<file path="src/rtl/mem_loader.sv">
// Boot-time program loader: assembles a little-endian byte stream into words,
// writes them sequentially to memory and holds the core in reset until done.
module mem_loader #(
  parameter int unsigned       ADDR_W    = 32,
  parameter int unsigned       DATA_W    = 32,
  parameter logic [ADDR_W-1:0] BASE_ADDR = '0,
  parameter int unsigned       MAX_WORDS = 1024
) (
  input  logic              i_clk,
  input  logic              i_reset,
  input  logic [7:0]        i_byte,
  input  logic              i_byte_valid,
  output logic              o_byte_ready,
  input  logic              i_reload,
  output logic [ADDR_W-1:0] o_mem_addr,
  output logic [DATA_W-1:0] o_mem_data,
  output logic              o_mem_write_en,
  output logic              o_core_reset_n,
  output logic              o_busy,
  output logic              o_done,
  output logic              o_error
);

  localparam int unsigned CNT_W = 32;

  localparam logic [2:0] S_IDLE  = 3'd0;
  localparam logic [2:0] S_HDR   = 3'd1;
  localparam logic [2:0] S_CHECK = 3'd2;
  localparam logic [2:0] S_DATA  = 3'd3;
  localparam logic [2:0] S_WRITE = 3'd4;
  localparam logic [2:0] S_DONE  = 3'd5;
  localparam logic [2:0] S_ERROR = 3'd6;

  logic [2:0]        state_q, state_d;
  logic [1:0]        cnt_q, cnt_d;
  logic [CNT_W-1:0]  count_q, count_d;
  logic [CNT_W-1:0]  remaining_q, remaining_d;
  logic [ADDR_W-1:0] addr_q, addr_d;
  logic [DATA_W-1:0] word_q, word_d;

  logic ready_q, ready_d;
  logic we_q, we_d;
  logic busy_q, busy_d;
  logic done_q, done_d;
  logic error_q, error_d;
  logic core_rst_n_q, core_rst_n_d;

  logic accept;

  assign accept = i_byte_valid && ready_q;

  // Next-state and datapath update
  always_comb begin
    state_d     = state_q;
    cnt_d       = cnt_q;
    count_d     = count_q;
    remaining_d = remaining_q;
    addr_d      = addr_q;
    word_d      = word_q;

    case (state_q)
      S_IDLE: begin
        cnt_d   = '0;
        state_d = S_HDR;
      end
      S_HDR: begin
        if (accept) begin
          count_d[{cnt_q, 3'b000} +: 8] = i_byte;
          cnt_d = cnt_q + 2'd1;
          if (cnt_q == 2'd3) begin
            state_d = S_CHECK;
          end
        end
      end
      S_CHECK: begin
        if (count_q > CNT_W'(MAX_WORDS)) begin
          state_d = S_ERROR;
        end else if (count_q == '0) begin
          state_d = S_DONE;
        end else begin
          remaining_d = count_q;
          addr_d      = BASE_ADDR;
          cnt_d       = '0;
          state_d     = S_DATA;
        end
      end
      S_DATA: begin
        if (accept) begin
          word_d[{cnt_q, 3'b000} +: 8] = i_byte;
          cnt_d = cnt_q + 2'd1;
          if (cnt_q == 2'd3) begin
            state_d = S_WRITE;
          end
        end
      end
      S_WRITE: begin
        addr_d      = addr_q + ADDR_W'(4);
        remaining_d = remaining_q - CNT_W'(1);
        if (remaining_q == CNT_W'(1)) begin
          state_d = S_DONE;
        end else begin
          cnt_d   = '0;
          state_d = S_DATA;
        end
      end
      S_DONE: begin
        if (i_reload) begin
          state_d = S_IDLE;
        end
      end
      S_ERROR: begin
        if (i_reload) begin
          state_d = S_IDLE;
        end
      end
      default: begin
        state_d = S_IDLE;
      end
    endcase
  end

  // Status flags are registered copies of the decode of the next state
  always_comb begin
    ready_d      = (state_d == S_HDR) || (state_d == S_DATA);
    we_d         = (state_d == S_WRITE);
    busy_d       = (state_d == S_HDR) || (state_d == S_CHECK) ||
                   (state_d == S_DATA) || (state_d == S_WRITE);
    done_d       = (state_d == S_DONE);
    error_d      = (state_d == S_ERROR);
    core_rst_n_d = (state_d == S_DONE);
  end

  always_ff @(posedge i_clk or posedge i_reset) begin
    if (i_reset) begin
      state_q      <= S_IDLE;
      cnt_q        <= '0;
      count_q      <= '0;
      remaining_q  <= '0;
      addr_q       <= BASE_ADDR;
      word_q       <= '0;
      ready_q      <= 1'b0;
      we_q         <= 1'b0;
      busy_q       <= 1'b0;
      done_q       <= 1'b0;
      error_q      <= 1'b0;
      core_rst_n_q <= 1'b0;
    end else begin
      state_q      <= state_d;
      cnt_q        <= cnt_d;
      count_q      <= count_d;
      remaining_q  <= remaining_d;
      addr_q       <= addr_d;
      word_q       <= word_d;
      ready_q      <= ready_d;
      we_q         <= we_d;
      busy_q       <= busy_d;
      done_q       <= done_d;
      error_q      <= error_d;
      core_rst_n_q <= core_rst_n_d;
    end
  end

  assign o_byte_ready   = ready_q;
  assign o_mem_write_en = we_q;
  assign o_mem_addr     = addr_q;
  assign o_mem_data     = word_q;
  assign o_busy         = busy_q;
  assign o_done         = done_q;
  assign o_error        = error_q;
  assign o_core_reset_n = core_rst_n_q;

endmodule
</file>
<file path="config.mk">
export PLATFORM = sky130hd
export DESIGN_NAME = mem_loader
export DESIGN_NICKNAME = d
export VERILOG_FILES = /design/src/rtl/mem_loader.sv
export SDC_FILE = /design/constraint.sdc
export NUM_CORES = 1
export LEC_CHECK = 0
export CORE_ASPECT_RATIO = 0.5
export CORE_MARGIN = 4
export CORE_UTILIZATION = 30
export CTS_BUF_LIST = sky130_fd_sc_hd__clkbuf_8
export DETAILED_ROUTE_END_ITERATION = 10
export PLACE_DENSITY_LB_ADDON = 0.2
export SKIP_CTS_REPAIR_TIMING = 1
export SLEW_MARGIN = 20
export SYNTH_ARGS = -nofsm -noshare
export SYNTH_HDL_FRONTEND = slang
export SYNTH_SLANG_ARGS = --single-unit
</file>
<file path="constraint.sdc">
create_clock -name i_clk -period 5.49 [get_ports i_clk]
set_input_delay 0.8235 -clock i_clk [delete_from_list [all_inputs] [get_ports i_clk]]
set_output_delay 0.8235 -clock i_clk [all_outputs]
set_load 0.02 [all_outputs]
</file>
==> results.py, run 1 <==
metrics = {
    "final_layout": {
        "drive_above_1_share": 0.0776,
        "nNetsFinal": 795,
        "seq_area_mm2": 0.00340,
        "nFillCells": 2148,
        "final_area_mm2": 0.00796,
        "antenna_cells": 0,
        "multiInputGateArea_mm2": 0.00286,
        "synthToLayoutAreaGrowth_pct": 21.2,
    },
    "cts": {
        "clkSinkCount": 136,
        "cts_buffer_depth": 2,
        "numCtsBuffers": 17,
        "htree_levels": 4,
        "cts.clk_slew.worst_paths_ns": 0.08,
        "cts_tree": "built",
        "clk_latency_ns": 0.45,
        "cts-root-buf": "clkbuf_8",
    },
    "worst_setup_path": {
        "cp_max_fo": 45,
        "required_ns": 5.83,
        "slowest_stage": "or4b_1",
        "max_stage_delay_ns": 0.62,
        "crit_arrival_ns": 3.07,
        "critPathTopFamily": "simple AND/OR/NAND/NOR gates",
        "cp-end-kind": "register",
        "start_kind": "register",
        "crit_type": "reg2reg",
        "worstPathCellList": "nor4_1 -> nand4_1 -> or4b_1 -> nor3_4 -> buf_4 -> nor3_1 -> a311o_1",
        "critPathBufInv": 1,
    },
    "floorplan": {
        "dieArea_mm2": 0.0245,
        "die_y_um": 113,
        "num_rows": 37,
        "die_x_um": 217,
        "io_pins": 82,
        "fp.coreArea_mm2": 0.0210,
        "initial_core_util": 0.312,
    },
    "detailed_routing": {
        "wl_um": 16600,
        "ant_nets": 0,
        "detail_route.first_pass.iterations": 5,
        "drt_iter0_markers": 312,
        "vias_per_cell": 4.81,
        "wl_per_cell_um": 15.4,
        "drc_errors": 0,
        "vias": 5189,
    },
    "placed_design": {
        "placed_cell_area_mm2": 0.00762,
        "port_buffers": 79,
        "detailed_place_hpwl_um": 11000,
        "globalplace.congestion": 0.757,
    },
    "synthesis": {
        "yosysSeqAreaShare": 0.518,
        "synth-edff-count": 0,
        "synthArstFlopShare": 1.00,
        "synth_seq_cells": 136,
        "syn-cell-area_mm2": 0.00657,
        "synth_cell_types": 54,
        "synth_area_leader_cell": "dfrtp_1",
        "yosysWarnings": 0,
        "synthCells": 705,
        "syn_avg_cell_area_um2": 9.31,
        "yosysTopAreaCellShare": 0.518,
        "yosys-top-cells-area": "dfrtp_1 (52%), o21ai_0 (5.9%), nand2_1 (5.1%)",
        "ys.flop_type": "dfrtp_1",
    },
    "timing": {
        "hold_viol": 0,
        "whs_ns": 0.485,
        "slew_viol_final": 0,
        "setup_viol": 0,
        "period_needed_ns": 2.73,
        "slew_headroom": 0.309,
        "period_share": 0.497,
        "worst_pin_slew_ns": 1.03,
        "tns_ns": 0,
        "max_freq_ghz": 0.366,
        "fin_skew_ns": 0.0146,
        "rsz0062_at_grt": "no",
    },
    "power_and_ir_drop": {
        "max-vdd-ir-drop_mv": 0.224,
        "power_leakage_uw": 0.00336,
        "power.density_mw_per_mm2": 425,
    },
    "global_route": {
        "grt_remaining_overflow": 0,
        "grt_max_degree": 103,
        "grt_pass1_vias": 5120,
        "grt_pass1_wl_um": 27700,
        "grtUsageTotal": 0.141,
        "antenna_found_initial": 0,
    },
    "outcome": {
        "status": "complete, no violations",
    },
    "min_path": {
        "hold_path.class": "reg2reg",
    },
    "run": {
        "cap_violations": 0,
    },
}
==> synthesized netlist by cell type (17+ instances only) <==
cell and count:
nor2_1 63, nor3_1 22, a21oi_1 23, inv_1 38, nand2_1 89, xnor2_1 17, dfrtp_1 136, xor2_1 20
clkbuf_1 26, nand4_1 17, o21ai_0 77, nand3_1 45
==> worst min-delay path: stages (launching register included) <==
cell     delay, ns
dfrtp_1       0.35
nand2_1       0.04
o21ai_0       0.06
==> final cells by class <==
| cell class | count | area share |
|---|---|---|
| clock buffer | 20 | 0.0346 |
| clock inverter | 11 | 0.00754 |
| inverter | 38 | 0.0185 |
| multi-input combinational | 494 | 0.359 |
| sequential | 136 | 0.428 |
| tap | 292 | 0.0459 |
| timing repair buffer | 87 | 0.107 |
==> where the power goes <==
| part | internal (µW) | total [µW] | switching [µW] |
|---|---|---|---|
| registers | 1270 | 1500 | 233 |
| logic | 474 | 1140 | 671 |
| clock network | 338 | 733 | 395 |
| total | 2080 | 3380 | 1300 |
==> cell families (layout without fill, tap and decap cells) <==
| group | after synthesis | in the layout | synth area share |
|---|---|---|---|
| XOR/XNOR | 37 | 37 | 0.0494 |
| adder cells (fa/ha/maj) | 9 | 9 | 0.0171 |
| flip-flops | 136 | 136 | 0.518 |
| AO/OA/AOI/OAI | 134 | 134 | 0.112 |
| AND/OR/NAND/NOR | 299 | 299 | 0.232 |
| other | 1 | 2 | 0.000571 |
| buffers and inverters | 76 | 156 | 0.0486 |
| multiplexers | 13 | 13 | 0.0221 |
==> per-stage QoR <==
stage | power [µW] | instances | util | worst slack [ns]
after floorplan | 2230 | 706 | - | 1.03
after global placement | 2650 | 1047 | 0.363 | 2.65
after detailed placement | 2660 | 1047 | 0.363 | 2.62
after CTS | 3420 | 1078 | 0.378 | 2.73
after global routing | 3630 | 1078 | 0.379 | 2.55
final | 3380 | 1078 | 0.379 | 2.76
==> flip-flops by register name (all words and copies together), names as in the netlist <==
register,cells
o_error,1
o_core_reset_n,1
o_busy,1
cnt_q,2
o_mem_write_en,1
state_q,3
count_q,32
o_mem_data,32
o_mem_addr,30
remaining_q,32
o_byte_ready,1
==> metal layers <==
metal	global-route usage	vias to the layer above	share of wire
met5	0	-	0
met4	0.0415	0	0.011
met3	0.0344	14	0.034
met2	0.211	69	0.43
met1	0.203	2547	0.52
li1	-	2559	-
==> final timing paths <==
check	startpoint	endpoint	slack [ns]	depth (start not counted)
max	count_q[19]	remaining_q[0]	2.76	7
min in group asynchronous	i_reset	o_busy	0.97	2
max reg2reg	count_q[19]	remaining_q[0]	2.76	7
min	o_mem_data[31]	o_mem_data[31]	0.49	2
min reg2reg	o_mem_data[31]	o_mem_data[31]	0.49	2
max in group asynchronous	i_reset	o_mem_data[21]	3.51	3
==> placed cells by master (no fill, tap or decap), types with 8 or more instances in the layout <==
master and instances:
dfrtp_1 136, nand3_1 45, ha_1 9, o21ai_0 77, and2_1 10, nor2_1 63, inv_1 41, o21ai_1 12
nor3_1 21, nor4_1 11, xnor2_1 17, mux2_2 12, a21oi_1 23, clkdlybuf4s50_1 79, nand4_1 17, nand2_1 89
buf_4 8, clkbuf_8 20, xor2_1 20
Note: power is estimated with default switching activity, not from simulation.
==> run 2, diff against run 1 <==
- clock period: 5.49 -> 2.5 ns (I/O delays scaled with it)
==> run 2 against run 1 <==
Hold slack got worse by 0.075 ns. Die area is the same. Cell count increased by 1.9%. Design area is 3.9% higher. Clock power grew to 2.7 times the previous value. Via count rose by 2.0%. Count of clock-buffer cells in the layout fell by 1. Combinational power increased by 130%.
==> results.py, run 2 (synthesis results as in run 1) <==
metrics = {
    "final_layout": {
        "layout_common_cells": "dfrtp_1 (136), nand2_1 (89), clkdlybuf4s50_1 (79)",
        "final_common_cell": "dfrtp_1",
        "nNetsFinal": 818,
        "synthToLayoutAreaGrowth_pct": 26.0,
        "drive_above_1_share": 0.108,
        "antenna_cells": 0,
    },
    "cts": {
        "cts.clk_slew.worst_paths_ns": 0.08,
        "cts-root-buf": "clkbuf_8",
        "htree_levels": 4,
        "cts_buffer_depth": 2,
        "numCtsBuffers": 17,
        "clkSinkCount": 136,
        "cts_tree": "built",
        "clk_latency_ns": 0.45,
    },
    "detailed_routing": {
        "wl_um": 16700,
        "drt_iter0_markers": 359,
        "drc_errors": 0,
        "vias": 5292,
        "wl_per_cell_um": 15.2,
        "vias_per_cell": 4.82,
        "detail_route.first_pass.iterations": 5,
        "ant_nets": 0,
    },
    "run": {
        "cap_violations": 0,
    },
    "power_and_ir_drop": {
        "max-vdd-ir-drop_mv": 0.524,
        "power.density_mw_per_mm2": 961,
        "power_leakage_uw": 0.00353,
    },
    "worst_setup_path": {
        "cp_num_cells": 6,
        "cp-endpoint": "o_core_reset_n",
        "cp_max_fo": 6,
        "crit_type": "reg2reg",
        "slowest_stage": "or4_4",
        "startpoint": "remaining_q[15]",
        "r2r_slack_ns": 0.12,
        "max_stage_delay_ns": 0.56,
        "start_kind": "register",
        "critPathBufInv": 0,
        "crit_arrival_ns": 2.75,
        "reg2reg_depth": 6,
        "worstPathCellList": "or4_4 -> or3_4 -> nor4_4 -> mux2i_1 -> o211ai_2 -> nor3b_2",
        "cp-end-kind": "register",
        "required_ns": 2.87,
        "critPathTopFamily": "simple AND/OR/NAND/NOR gates",
        "timing.rr.start": "remaining_q[15]",
        "r2r-end": "o_core_reset_n",
    },
    "floorplan": {
        "fp.coreArea_mm2": 0.0210,
        "die_x_um": 217,
        "initial_core_util": 0.312,
        "die_y_um": 113,
        "dieArea_mm2": 0.0245,
        "io_pins": 82,
        "num_rows": 37,
    },
    "timing": {
        "slew_headroom": 0.623,
        "hold_viol": 0,
        "worst_pin_slew_ns": 0.561,
        "max_freq_ghz": 0.420,
        "period_needed_ns": 2.38,
        "tns_ns": 0,
        "period_share": 0.952,
        "fin_skew_ns": 0.0135,
        "worst_slack_ns": 0.119,
        "slew_viol_final": 0,
        "setup_viol": 0,
    },
    "global_route": {
        "grt_max_degree": 75,
        "grt_pass1_vias": 5186,
        "use_met1": 0.199,
        "grtUsageTotal": 0.140,
        "top_usage_layer": "met2",
        "antenna_found_initial": 0,
        "grt_pass1_wl_um": 27400,
        "gr-usage-met2": 0.211,
        "grt_remaining_overflow": 0,
        "met3_usage": 0.0354,
    },
    "placed_design": {
        "globalplace.congestion": 0.781,
        "detailed_place_hpwl_um": 11200,
        "dp_slack_ns": -0.000878,
        "port_buffers": 79,
    },
    "min_path": {
        "hold_path.class": "in2async",
    },
    "outcome": {
        "status": "complete, no violations",
    },
}
==> run 2: how the worst min path moves through the flow <==
stage	startpoint	to	cells past startpoint
global placement	o_mem_data[15]	o_mem_data[15]	2
finish	i_reset	o_core_reset_n	3
floorplan	remaining_q[31]	remaining_q[31]	1
CTS	i_reset	o_core_reset_n	3
global route	i_reset	o_core_reset_n	3
detailed placement	remaining_q[31]	remaining_q[31]	1
==> run 2: where the power goes <==
part	internal (µW)	switching (µW)	total, µW
logic	1150	1510	2670
clock network	1120	864	1980
registers	2790	509	3300
total	5060	2890	7950
==> run 2: area by class of cell <==
class | count | area, µm²
fill | 2152 | 12700
clock buffer | 19 | 262
timing repair buffer | 110 | 1060
inverter | 38 | 146
multi-input combinational | 494 | 2870
clock inverter | 10 | 155
sequential | 136 | 3400
tap | 292 | 365
==> run 2: worst reg2reg max path, stage by stage, from the launching register on <==
cell	delay (ns)
dfrtp_1	0.43
or4_4	0.56
or3_4	0.41
nor4_4	0.37
mux2i_1	0.17
o211ai_2	0.18
nor3b_2	0.18
==> run 2: layer usage <==
metal | vias up | wire length (µm)
met5 | - | 0
met4 | 0 | 168
met3 | 16 | 596
met2 | 84 | 7340
met1 | 2584 | 8640
li1 | 2608 | -
==> run 2: metrics by stage <==
step                      hold WS, ns  std cells  total power (µW)  utilization  instance area [µm²]
after floorplan                 0.442        706              4890            -                 6570
after global placement          0.464       1068              5920        0.372                 7810
after detailed placement        0.466       1068              5960        0.372                 7810
after CTS                       0.402       1097              7980        0.392                 8230
after global routing            0.420       1099              8490        0.393                 8270
final                           0.410       1099              7950        0.393                 8270
==> run 3, diff against run 2 <==
- CORE_UTILIZATION: 30 -> 35
- REMOVE_ABC_BUFFERS: unset -> 1
- clock period: 2.5 -> 3.1 ns (I/O delays scaled with it)
==> run 3 against run 2 <==
Hold slack better by 0.050 ns. Count of clock-buffer cells in the layout is 1 lower. Clock power fell by 21%. Critical path type unchanged.
==> results.py, run 3 (synthesis results as in run 1) <==
metrics = {
    "outcome": {
        "status": "complete, no violations",
    },
    "timing": {
        "hold_viol": 0,
        "whs_ns": 0.459,
        "period_share": 0.830,
        "setup_viol": 0,
        "max_freq_ghz": 0.389,
        "rsz0062_at_grt": "no",
        "slew_headroom": 0.533,
        "worst_pin_slew_ns": 0.691,
        "slew_viol_final": 0,
        "fin_skew_ns": 0.0189,
        "period_needed_ns": 2.57,
    },
    "global_route": {
        "grt_remaining_overflow": 0,
        "antenna_found_initial": 0,
        "grt_max_degree": 63,
        "grt_pass1_vias": 5160,
        "grtUsageTotal": 0.157,
        "grt_pass1_wl_um": 27200,
    },
    "floorplan": {
        "initial_core_util": 0.357,
        "dieArea_mm2": 0.0211,
        "num_rows": 35,
        "io_pins": 82,
        "die_y_um": 105,
        "die_x_um": 202,
        "fp.coreArea_mm2": 0.0184,
    },
    "worst_setup_path": {
        "reg2reg_depth": 7,
        "crit_arrival_ns": 2.93,
        "required_ns": 3.45,
        "crit_type": "reg2reg",
        "cp-end-kind": "register",
        "cp_max_fo": 25,
        "start_kind": "register",
    },
    "final_layout": {
        "final_common_cell": "dfrtp_1",
        "drive_above_1_share": 0.0931,
        "synthToLayoutAreaGrowth_pct": 23.0,
        "layout_common_cells": "dfrtp_1 (136), nand2_1 (89), clkdlybuf4s50_1 (79)",
        "antenna_cells": 0,
        "nNetsFinal": 803,
        "final_cells": 1035,
        "post-route-util": 0.439,
    },
    "detailed_routing": {
        "wl_met1_um": 8260,
        "routed.top_layer": "met4",
        "detail_route.first_pass.iterations": 4,
        "wl_met3_um": 594,
        "wl_um": 16200,
        "wl_per_cell_um": 15.7,
        "vias_per_cell": 5.02,
        "drt_iter0_markers": 322,
        "drc_errors": 0,
        "vias": 5195,
        "wl_met2_um": 7250,
        "ant_nets": 0,
    },
    "cts": {
        "cts_buffer_depth": 2,
        "numCtsBuffers": 17,
        "cts_tree": "built",
        "cts-root-buf": "clkbuf_8",
        "cts.clk_slew.worst_paths_ns": 0.09,
        "clkSinkCount": 136,
        "clk_latency_ns": 0.45,
        "htree_levels": 4,
    },
    "power_and_ir_drop": {
        "p_total_uw": 6260,
        "power_leakage_uw": 0.00343,
        "max-vdd-ir-drop_mv": 0.323,
        "power.density_mw_per_mm2": 775,
    },
    "placed_design": {
        "globalplace.congestion": 0.784,
        "dp.cells": 1003,
        "detailed_place_hpwl_um": 11000,
        "port_buffers": 79,
    },
    "run": {
        "cap_violations": 0,
    },
    "min_path": {
        "hold_path.class": "in2async",
    },
}
[run 3: cell types whose count changed in the layout (fill, tap and decap cells not counted), moves of 2 or more]
cell	change
buf_4	-14
inv_6	+3
clkinv_4	+2
inv_1	-2
nor4_1	+2
nor4_2	-2
[run 3: power breakdown]
part / switching (µW) / leakage, µW / internal (µW) / total, µW
registers: 394 / 0.00181 / 2250 / 2640
clock network: 752 / 0.000209 / 822 / 1570
logic: 1190 / 0.00141 / 861 / 2050
total: 2330 / 0.00343 / 3930 / 6260
[run 3: critical path: stages (launching register included)]
cell	delay (ns)
dfrtp_1	0.40
nor4_1	0.39
a31oi_1	0.20
or4b_1	0.62
nor3_4	0.36
buf_12	0.23
nor3_1	0.07
a211oi_1	0.21
[run 3: path summary, 6_finish.rpt]
kind                       slack, ns           start              to
max in group asynchronous       1.93         i_reset     count_q[11]
min reg2reg                     0.49  o_mem_data[20]  o_mem_data[20]
max reg2reg                     0.53      count_q[6]  remaining_q[6]
min in group i_clk              0.49  o_mem_data[20]  o_mem_data[20]
max                             0.53      count_q[6]  remaining_q[6]
min                             0.46         i_reset   o_mem_addr[9]
[run 3: layout make-up]
class / instances / area, µm²
inverters: 38 / 148
clock inverters: 14 / 173
fillers: 1814 / 10300
clock buffers: 18 / 248
repair buffers: 95 / 948
multi-input cells: 494 / 2860
flip-flops and latches: 136 / 3400
well taps: 240 / 300
[run 3: through the flow]
| step | setup WS (ns) | TNS (ns) | cell area [µm²] |
|---|---|---|---|
| 3_3_place_gp | 0.564 | 0 | 7660 |
| 5_1_grt | 0.225 | 0 | 8080 |
| 3_5_place_dp | 0.543 | 0 | 7660 |
| 2_1_floorplan | -1.00 | -146.04 | 6390 |
| 4_1_cts | 0.532 | 0 | 8080 |
| 6_report | 0.528 | 0 | 8080 |
[run 3: per-layer routing]
metal	GRT usage	vias up
met4	0.0458	0
met5	0	-
met1	0.227	2514
met2	0.240	88
met3	0.0332	8
li1	-	2585
